### src/rtl/ring_pos_from_remote_receiver_if.sv
// Bundles the incoming AXIS position beat and the outgoing per-particle
// stream towards the local position ring injection port.
interface ring_pos_from_remote_receiver_if #(
  parameter int OFFSET_WIDTH          = 29,
  parameter int ELEMENT_WIDTH         = 2,
  parameter int PARTICLE_ID_WIDTH     = 7,
  parameter int GLOBAL_CELL_ID_WIDTH  = 4,
  parameter int NB_CELL_COUNT_WIDTH   = 5,
  parameter int STREAMING_TDEST_WIDTH = 16,
  parameter int AXIS_TDATA_WIDTH      = 512
);
  localparam int PKT_W     = AXIS_TDATA_WIDTH + AXIS_TDATA_WIDTH/8 + STREAMING_TDEST_WIDTH + 2;
  localparam int OFF_PKT_W = 3*OFFSET_WIDTH + ELEMENT_WIDTH + PARTICLE_ID_WIDTH;

  logic [PKT_W-1:0]                  i_axis_pos_pkt_from_remote;
  logic                              o_axis_tready;
  logic [OFF_PKT_W-1:0]              o_offset_pkt;
  logic [3*GLOBAL_CELL_ID_WIDTH-1:0] o_gcid;
  logic [NB_CELL_COUNT_WIDTH-1:0]    o_lifetime;
  logic                              o_valid;
  logic                              i_ready;
  logic                              o_last;

  modport master (
    input  i_axis_pos_pkt_from_remote, i_ready,
    output o_axis_tready, o_offset_pkt, o_gcid, o_lifetime, o_valid, o_last
  );

  modport slave (
    output i_axis_pos_pkt_from_remote, i_ready,
    input  o_axis_tready, o_offset_pkt, o_gcid, o_lifetime, o_valid, o_last
  );
endinterface

### src/rtl/ring_pos_from_remote_receiver.sv
// Receives remote 512-bit position beats, filters on tdest, buffers two beats
// and unpacks valid sub-packets (slot 3 first) into a valid/ready particle stream.
module ring_pos_from_remote_receiver #(
  parameter int OFFSET_WIDTH          = 29,
  parameter int ELEMENT_WIDTH         = 2,
  parameter int PARTICLE_ID_WIDTH     = 7,
  parameter int GLOBAL_CELL_ID_WIDTH  = 4,
  parameter int NB_CELL_COUNT_WIDTH   = 5,
  parameter int NODE_ID_WIDTH         = 4,
  parameter int STREAMING_TDEST_WIDTH = 16,
  parameter int AXIS_TDATA_WIDTH      = 512,
  parameter int SUB_PACKET_WIDTH      = 128,
  parameter int NUM_SUB_PACKETS       = 4
) (
  input  logic                     clk,
  input  logic                     rst,
  input  logic [NODE_ID_WIDTH-1:0] i_node_id,
  ring_pos_from_remote_receiver_if.master bus,
  output logic [15:0]              o_pos_received_cnt,
  output logic [7:0]               o_misroute_cnt,
  output logic                     o_overflow
);
  localparam int KEEP_W    = AXIS_TDATA_WIDTH/8;
  localparam int PKT_W     = AXIS_TDATA_WIDTH + KEEP_W + STREAMING_TDEST_WIDTH + 2;
  localparam int OFF_PKT_W = 3*OFFSET_WIDTH + ELEMENT_WIDTH + PARTICLE_ID_WIDTH;
  localparam int GCID_W    = 3*GLOBAL_CELL_ID_WIDTH;
  localparam int LT_LSB    = 97;
  localparam int GCID_LSB  = LT_LSB + NB_CELL_COUNT_WIDTH;
  localparam int EL_LSB    = GCID_LSB + GCID_W;
  localparam int PID_LSB   = EL_LSB + ELEMENT_WIDTH;
  localparam int SEL_W     = (NUM_SUB_PACKETS > 1) ? $clog2(NUM_SUB_PACKETS) : 1;

  typedef enum logic {IDLE, UNPACK} state_t;

  logic [PKT_W-1:0]                 pkt;
  logic [AXIS_TDATA_WIDTH-1:0]      tdata;
  logic [STREAMING_TDEST_WIDTH-1:0] tdest;
  logic                             tvalid, tready, accept, dest_ok, fifo_wr;
  logic                             unused_bits;

  assign pkt         = bus.i_axis_pos_pkt_from_remote;
  assign tdata       = pkt[AXIS_TDATA_WIDTH-1:0];
  assign tdest       = pkt[AXIS_TDATA_WIDTH+KEEP_W +: STREAMING_TDEST_WIDTH];
  assign tvalid      = pkt[PKT_W-1];
  assign unused_bits = ^pkt;

  logic                        ready_en_q;
  logic [AXIS_TDATA_WIDTH-1:0] fifo_q [2];
  logic                        wr_ptr_q, rd_ptr_q;
  logic [1:0]                  count_q;

  assign tready  = ready_en_q && (count_q != 2'd2);
  assign accept  = tvalid && tready;
  assign dest_ok = (tdest[NODE_ID_WIDTH-1:0] == i_node_id);
  assign fifo_wr = accept && dest_ok;
  assign bus.o_axis_tready = tready;

  state_t                      state_q, state_d;
  logic [AXIS_TDATA_WIDTH-1:0] beat_q, load_data;
  logic [NUM_SUB_PACKETS-1:0]  mask_q, mask_after, head_mask, load_mask;
  logic [SEL_W-1:0]            sel;
  logic [SUB_PACKET_WIDTH-1:0] slot;
  logic                        pop, load_beat, load_second, load_out, clr_valid, out_free;

  logic                        valid_q, last_q;
  logic [OFF_PKT_W-1:0]        offset_q;
  logic [GCID_W-1:0]           gcid_q;
  logic [NB_CELL_COUNT_WIDTH-1:0] lifetime_q;

  function automatic logic [NUM_SUB_PACKETS-1:0] slot_mask(input logic [AXIS_TDATA_WIDTH-1:0] d);
    logic [NUM_SUB_PACKETS-1:0] m;
    m = '0;
    for (int unsigned s = 0; s < NUM_SUB_PACKETS; s++)
      m[s] = |d[s*SUB_PACKET_WIDTH + LT_LSB +: NB_CELL_COUNT_WIDTH];
    return m;
  endfunction

  assign head_mask = slot_mask(fifo_q[rd_ptr_q]);
  assign load_data = load_second ? fifo_q[~rd_ptr_q] : fifo_q[rd_ptr_q];
  assign load_mask = slot_mask(load_data);
  assign out_free  = !valid_q || bus.i_ready;

  always_comb begin
    sel = '0;
    for (int unsigned s = 0; s < NUM_SUB_PACKETS; s++)
      if (mask_q[s]) sel = SEL_W'(s);
  end

  assign slot       = beat_q[sel*SUB_PACKET_WIDTH +: SUB_PACKET_WIDTH];
  assign mask_after = mask_q & ~(NUM_SUB_PACKETS'(1) << sel);

  always_ff @(posedge clk or negedge rst) begin
    if (!rst) state_q <= IDLE;
    else      state_q <= state_d;
  end

  // The slot's mask bit is cleared when it moves into the output register, so
  // the beat can be popped and its successor loaded while the last particle
  // is still waiting for i_ready; this keeps back-to-back beats bubble-free.
  always_comb begin
    state_d     = state_q;
    pop         = 1'b0;
    load_beat   = 1'b0;
    load_second = 1'b0;
    load_out    = 1'b0;
    clr_valid   = 1'b0;
    case (state_q)
      IDLE: begin
        clr_valid = out_free;
        if (count_q != 2'd0) begin
          if (head_mask == '0) pop = 1'b1;
          else begin
            load_beat = 1'b1;
            state_d   = UNPACK;
          end
        end
      end
      UNPACK: begin
        if (mask_q == '0) begin
          clr_valid = out_free;
          pop       = 1'b1;
          if (count_q == 2'd2) begin
            load_beat   = 1'b1;
            load_second = 1'b1;
          end else state_d = IDLE;
        end else if (out_free) begin
          load_out = 1'b1;
          if (mask_after == '0) begin
            pop = 1'b1;
            if (count_q == 2'd2) begin
              load_beat   = 1'b1;
              load_second = 1'b1;
            end else state_d = IDLE;
          end
        end
      end
      default: state_d = IDLE;
    endcase
  end

  always_ff @(posedge clk) begin
    if (fifo_wr) fifo_q[wr_ptr_q] <= tdata;
  end

  always_ff @(posedge clk or negedge rst) begin
    if (!rst) begin
      ready_en_q     <= 1'b0;
      wr_ptr_q       <= 1'b0;
      rd_ptr_q       <= 1'b0;
      count_q        <= 2'd0;
      o_misroute_cnt <= '0;
      o_overflow     <= 1'b0;
    end else begin
      ready_en_q <= 1'b1;
      if (fifo_wr) wr_ptr_q <= ~wr_ptr_q;
      if (pop)     rd_ptr_q <= ~rd_ptr_q;
      count_q <= count_q + 2'(fifo_wr) - 2'(pop);
      if (accept && !dest_ok && (o_misroute_cnt != '1))
        o_misroute_cnt <= o_misroute_cnt + 8'd1;
      if (tvalid && !tready) o_overflow <= 1'b1;
    end
  end

  always_ff @(posedge clk or negedge rst) begin
    if (!rst) begin
      beat_q             <= '0;
      mask_q             <= '0;
      valid_q            <= 1'b0;
      last_q             <= 1'b0;
      offset_q           <= '0;
      gcid_q             <= '0;
      lifetime_q         <= '0;
      o_pos_received_cnt <= '0;
    end else begin
      if (load_beat) begin
        beat_q <= load_data;
        mask_q <= load_mask;
      end else if (load_out) begin
        mask_q <= mask_after;
      end
      if (load_out) begin
        valid_q    <= 1'b1;
        last_q     <= slot[96];
        offset_q   <= {slot[PID_LSB +: PARTICLE_ID_WIDTH], slot[EL_LSB +: ELEMENT_WIDTH],
                       slot[64 +: OFFSET_WIDTH], slot[32 +: OFFSET_WIDTH], slot[0 +: OFFSET_WIDTH]};
        gcid_q     <= slot[GCID_LSB +: GCID_W];
        lifetime_q <= slot[LT_LSB +: NB_CELL_COUNT_WIDTH];
      end else if (clr_valid) begin
        valid_q <= 1'b0;
      end
      if (valid_q && bus.i_ready) o_pos_received_cnt <= o_pos_received_cnt + 16'd1;
    end
  end

  assign bus.o_valid      = valid_q;
  assign bus.o_last       = last_q && valid_q;
  assign bus.o_offset_pkt = offset_q;
  assign bus.o_gcid       = gcid_q;
  assign bus.o_lifetime   = lifetime_q;
endmodule

### src/flat_wrapper.sv
// flat-port wrapper written by rule: the top's interface ports become plain ports
module ring_pos_from_remote_receiver_flat 
#(
  parameter int OFFSET_WIDTH          = 29,
  parameter int ELEMENT_WIDTH         = 2,
  parameter int PARTICLE_ID_WIDTH     = 7,
  parameter int GLOBAL_CELL_ID_WIDTH  = 4,
  parameter int NB_CELL_COUNT_WIDTH   = 5,
  parameter int NODE_ID_WIDTH         = 4,
  parameter int STREAMING_TDEST_WIDTH = 16,
  parameter int AXIS_TDATA_WIDTH      = 512,
  parameter int SUB_PACKET_WIDTH      = 128,
  parameter int NUM_SUB_PACKETS       = 4
)
  (clk, rst, i_node_id, o_pos_received_cnt, o_misroute_cnt, o_overflow, bus_i_axis_pos_pkt_from_remote, bus_i_ready, bus_o_axis_tready, bus_o_offset_pkt, bus_o_gcid, bus_o_lifetime, bus_o_valid, bus_o_last);
  ring_pos_from_remote_receiver_if #(.OFFSET_WIDTH(OFFSET_WIDTH), .ELEMENT_WIDTH(ELEMENT_WIDTH), .PARTICLE_ID_WIDTH(PARTICLE_ID_WIDTH), .GLOBAL_CELL_ID_WIDTH(GLOBAL_CELL_ID_WIDTH), .NB_CELL_COUNT_WIDTH(NB_CELL_COUNT_WIDTH), .STREAMING_TDEST_WIDTH(STREAMING_TDEST_WIDTH), .AXIS_TDATA_WIDTH(AXIS_TDATA_WIDTH)) bus_i ();
  input  logic clk;
  input  logic rst;
  input  logic [NODE_ID_WIDTH-1:0] i_node_id;
  output logic [15:0] o_pos_received_cnt;
  output logic [7:0] o_misroute_cnt;
  output logic o_overflow;
  input wire logic [$bits(bus_i.i_axis_pos_pkt_from_remote)-1:0] bus_i_axis_pos_pkt_from_remote;
  input wire logic [$bits(bus_i.i_ready)-1:0] bus_i_ready;
  output wire logic [$bits(bus_i.o_axis_tready)-1:0] bus_o_axis_tready;
  output wire logic [$bits(bus_i.o_offset_pkt)-1:0] bus_o_offset_pkt;
  output wire logic [$bits(bus_i.o_gcid)-1:0] bus_o_gcid;
  output wire logic [$bits(bus_i.o_lifetime)-1:0] bus_o_lifetime;
  output wire logic [$bits(bus_i.o_valid)-1:0] bus_o_valid;
  output wire logic [$bits(bus_i.o_last)-1:0] bus_o_last;
  assign bus_i.i_axis_pos_pkt_from_remote = bus_i_axis_pos_pkt_from_remote;
  assign bus_i.i_ready = bus_i_ready;
  assign bus_o_axis_tready = bus_i.o_axis_tready;
  assign bus_o_offset_pkt = bus_i.o_offset_pkt;
  assign bus_o_gcid = bus_i.o_gcid;
  assign bus_o_lifetime = bus_i.o_lifetime;
  assign bus_o_valid = bus_i.o_valid;
  assign bus_o_last = bus_i.o_last;
  ring_pos_from_remote_receiver #(.OFFSET_WIDTH(OFFSET_WIDTH), .ELEMENT_WIDTH(ELEMENT_WIDTH), .PARTICLE_ID_WIDTH(PARTICLE_ID_WIDTH), .GLOBAL_CELL_ID_WIDTH(GLOBAL_CELL_ID_WIDTH), .NB_CELL_COUNT_WIDTH(NB_CELL_COUNT_WIDTH), .NODE_ID_WIDTH(NODE_ID_WIDTH), .STREAMING_TDEST_WIDTH(STREAMING_TDEST_WIDTH), .AXIS_TDATA_WIDTH(AXIS_TDATA_WIDTH), .SUB_PACKET_WIDTH(SUB_PACKET_WIDTH), .NUM_SUB_PACKETS(NUM_SUB_PACKETS)) u_core (.clk(clk), .rst(rst), .i_node_id(i_node_id), .bus(bus_i), .o_pos_received_cnt(o_pos_received_cnt), .o_misroute_cnt(o_misroute_cnt), .o_overflow(o_overflow));
endmodule
### config.mk
export PLATFORM = sky130hd
export DESIGN_NAME = ring_pos_from_remote_receiver_flat
export DESIGN_NICKNAME = d
export VERILOG_FILES = /design/src/rtl/ring_pos_from_remote_receiver_if.sv /design/src/rtl/ring_pos_from_remote_receiver.sv /design/src/flat_wrapper.sv
export SDC_FILE = /design/constraint.sdc
export NUM_CORES = 2
export LEC_CHECK = 0
export ABC_AREA = 1
export CAP_MARGIN = 10
export CELL_PAD_IN_SITES_DETAIL_PLACEMENT = 2
export CELL_PAD_IN_SITES_GLOBAL_PLACEMENT = 2
export CORE_MARGIN = 5
export CORE_UTILIZATION = 40
export CTS_CLUSTER_SIZE = 8
export DETAILED_ROUTE_END_ITERATION = 16
export PLACE_DENSITY_LB_ADDON = 0.1
export SLEW_MARGIN = 20
export SYNTH_ARGS = -nofsm -noshare
export SYNTH_HDL_FRONTEND = slang
export SYNTH_SLANG_ARGS = --single-unit
### constraint.sdc
create_clock -name clk -period 50.2 [get_ports clk]
set_input_delay 10.04 -clock clk [delete_from_list [all_inputs] [get_ports clk]]
set_output_delay 10.04 -clock clk [all_outputs]
set_load 0.02 [all_outputs]
==> impl_metrics.csv <==
group,metric,value,unit
status,status,"complete, no violations",
clock_network,clock_sinks,1518,
routing,drtIter0Drc,2751,
worst_setup_path,critical_path_required,50900,ps
power,p_int,2.94,mW
logic_synthesis,avgSynthCellArea,11.9,um^2
sta,slew-limit-headroom,0.271,
clock_network,cts_tree,"yes",
global_route,grt_overflow,0,
power,combPwrFrac,0.355,
routing,viasPerCell,5.63,
global_route,grt_max_degree,175,
routing,via_count,43109,
sta,tightest_slew,1090,ps
sta,max_freq,68.1,MHz
logic_synthesis,synth_fp_nets,5620,
clock_network,cts_root_buf,"clkbuf_16",
die,die-width,396,um
sta,fin_skew,21.4,ps
logic_synthesis,synth_top_cell_by_area,"edfxtp_1",
job,cap_violations,0,
sta,setup_tns,0,ps
worst_setup_path,start_kind,"input port",
sta,hold_violations,0,
die,die_y,396,um
worst_setup_path,cp_max_fo,97,
final_layout,n_fill_cell,14449,
logic_synthesis,netlist.area_leader.share,0.459,
logic_synthesis,ys_seq_elements,1518,
sta,rsz0062_at_grt,"no",
logic_synthesis,netlist_area,0.0597,mm^2
global_route,grt_pass1_wl,308000,um
worst_setup_path,endpoint_kind,"flop",
routing,dr.pass1.iters,5,
logic_synthesis,synth_cells,5015,
die,ios,742,
clock_network,clkTransAtPathRegs,50,ps
logic_synthesis,synth_area_leaders,"edfxtp_1, dfrtp_1, nand3_1",
final_layout,fin_nets,6110,
hold_path,hold_path.class,"flop to flop",
sta,period_needed,14680,ps
placed_design,dp_hpwl,121000,um
die,start_util,0.403,
clock_network,postCtsHoldBufs,0,
sta,finalMaxSlewViolations,0,
sta,period_share,0.292,
routing,drc,0,
clock_network,htreeDepth,4,
die,core,0.148,mm^2
global_route,grt_pass1_vias,48269,
worst_setup_path,cp_data_arrival_time,15380,ps
clock_network,numCtsBuffers,208,
final_layout,drive_gt1_frac,0.0554,
clock_network,cts_setup_buffers,0,
power,p_sw,1.85,mW
clock_network,insertion_delay,790,ps
routing,wl,206000,um
power,clockPowerShare,0.278,
power,sequentialPowerShare,0.368,
global_route,gr-usage-all-layers,0.258,
final_layout,finalInstanceArea,0.0734,mm^2
power,p_leak,27.7,nW
routing,wl_per_cell,27.0,um
die,rows,141,
worst_setup_path,worstSetupPathType,"input port to flop",
power,peakVddDrop,0.0000516,V
clock_network,cts.path.max_buffers,3,
placed_design,numPortBuffers,608,
logic_synthesis,yosys_warnings,0,
power,power_density,65.3,mW/mm^2
logic_synthesis,yosysUniqueCellTypes,36,
logic_synthesis,ys_seq_area_frac,0.713,
placed_design,gp_congestion,0.746,
clock_network,post_cts_resized,0,
die,die_area,0.157,mm^2
placed_design,place_area,0.0672,mm^2
final_layout,areaGrowthSynthToFinish,23.0,%
power,power,4.79,mW
routing,ant_nets,0,
global_route,antenna_found_initial,81,
power,p_sw_frac,0.386,
sta,setup_viol,0,
-- synthesized netlist by cell type, drive strengths merged --
cell,number
a21oi,6
a31oi,441
buf,196
clkbuf,200
clkinv,1
conb,1
dfrtp,606
edfxtp,912
ha,4
inv,181
mux2,2
mux2i,99
nand2,641
nand3,887
nand4,11
nor2,490
nor3,5
nor3b,1
o211ai,114
o21a,1
o21ai,183
o21bai,1
o31ai,1
or2,2
xnor2,16
xor2,13
-- state kept, by name (all words and copies together) (netlist names) --
register	count
u_core.mask_q	4
u_core.state_q	1
u_core.bus.o_gcid	12
u_core.o_pos_received_cnt	16
u_core.fifo_q	912
u_core.bus.o_valid	1
u_core.wr_ptr_q	1
u_core.o_overflow	1
u_core.bus.o_offset_pkt	96
u_core.rd_ptr_q	1
u_core.bus.o_lifetime	5
u_core.count_q	2
u_core.beat_q	456
u_core.ready_en_q	1
u_core.o_misroute_cnt	8
u_core.last_q	1
-- path summary, 6_finish.rpt --
path,from,endpoint,slack [ps],depth (start not counted)
worst min register to register,u_core.o_overflow,u_core.o_overflow,470,1
worst min-delay path,u_core.o_overflow,u_core.o_overflow,470,1
max in group asynchronous,rst,u_core.beat_q[55],38550,3
min in group asynchronous,rst,u_core.o_misroute_cnt[3],9240,1
worst max register to register,u_core.mask_q[3],u_core.beat_q[291],43900,10
worst max-delay path,bus_i_ready,u_core.beat_q[291],35520,12
-- layout by cell type, fill, tap and decap left out, types with 4 or more instances in the layout --
| master | instances |
|---|---|
| nand2_1 | 636 |
| xor2_1 | 13 |
| o21ai_0 | 172 |
| clkbuf_16 | 213 |
| a31oi_1 | 441 |
| o21ai_1 | 11 |
| clkbuf_1 | 155 |
| xnor2_1 | 16 |
| mux2i_1 | 99 |
| dfrtp_1 | 605 |
| nand3_1 | 885 |
| o211ai_1 | 114 |
| buf_4 | 62 |
| clkdlybuf4s50_1 | 607 |
| a21oi_1 | 4 |
| diode_2 | 52 |
| nand4_1 | 10 |
| ha_1 | 4 |
| buf_12 | 5 |
| nor2_1 | 486 |
| nor3_1 | 5 |
| inv_1 | 177 |
| edfxtp_1 | 912 |
-- logic make-up after synthesis --
group                    after synthesis  share of synthesized area
flip-flops                          1518                      0.713
AO/OA/AOI/OAI                        747                     0.0769
XOR/XNOR                              29                    0.00426
other                                  1                  0.0000628
AND/OR/NAND/NOR                     2037                      0.148
adder cells (fa/ha/maj)                4                   0.000839
multiplexers                         101                     0.0170
buffers and inverters                578                     0.0401
-- metrics by stage --
| step | worst slack [ps] | hold WS, ps | std cells | utilization |
|---|---|---|---|---|
| after detailed placement | 34690 | 465 | 7224 | 0.454 |
| after floorplan | 19290 | 444 | 5015 | - |
| after global routing | 35100 | 483 | 7627 | 0.495 |
| after CTS | 35510 | 478 | 7601 | 0.495 |
| after global placement | 34780 | 462 | 7224 | 0.454 |
| final | 35520 | 472 | 7654 | 0.496 |
-- critical path, cell delays in order --
cell and delay [ps]:
clkdlybuf4s50_1 520, nor2_1 110, nor2_1 100, nand2_1 80, nand2_1 110, nand4_4 560
nand2_8 770, buf_4 880, buf_4 780, buf_4 880, nor2_1 100, a31oi_1 210
-- power by group through the flow --
stage	Sequential [mW]	Clock, mW	Combinational, mW
5_1_grt	1.79	1.42	1.87
4_1_cts	1.76	1.36	1.73
6_report	1.76	1.33	1.70
3_5_place_dp	1.78	0	1.70
2_1_floorplan	1.78	0	1.05
3_3_place_gp	1.76	0	1.63
-- routing by layer --
| layer | up-vias | wire length (um) | GRT usage |
|---|---|---|---|
| li1 | 19048 | - | - |
| met1 | 22642 | 84400 | 0.325 |
| met2 | 1082 | 104000 | 0.442 |
| met3 | 307 | 13100 | 0.0650 |
| met4 | 30 | 4820 | 0.0769 |
| met5 | - | 201 | 0 |
-- cell type report --
type | instances | area [um^2] | share of cell area
diodes | 52 | 130 | 0.00177
clock buffers | 368 | 5910 | 0.0806
clock inverters | 9 | 168 | 0.00228
inverters | 182 | 693 | 0.00944
multi-input cells | 2919 | 14800 | 0.202
flip-flops and latches | 1518 | 42600 | 0.580
well taps | 1930 | 2410 | 0.0329
repair buffers | 676 | 6680 | 0.0911
No activity file was read; power rests on OpenSTA's default activity.
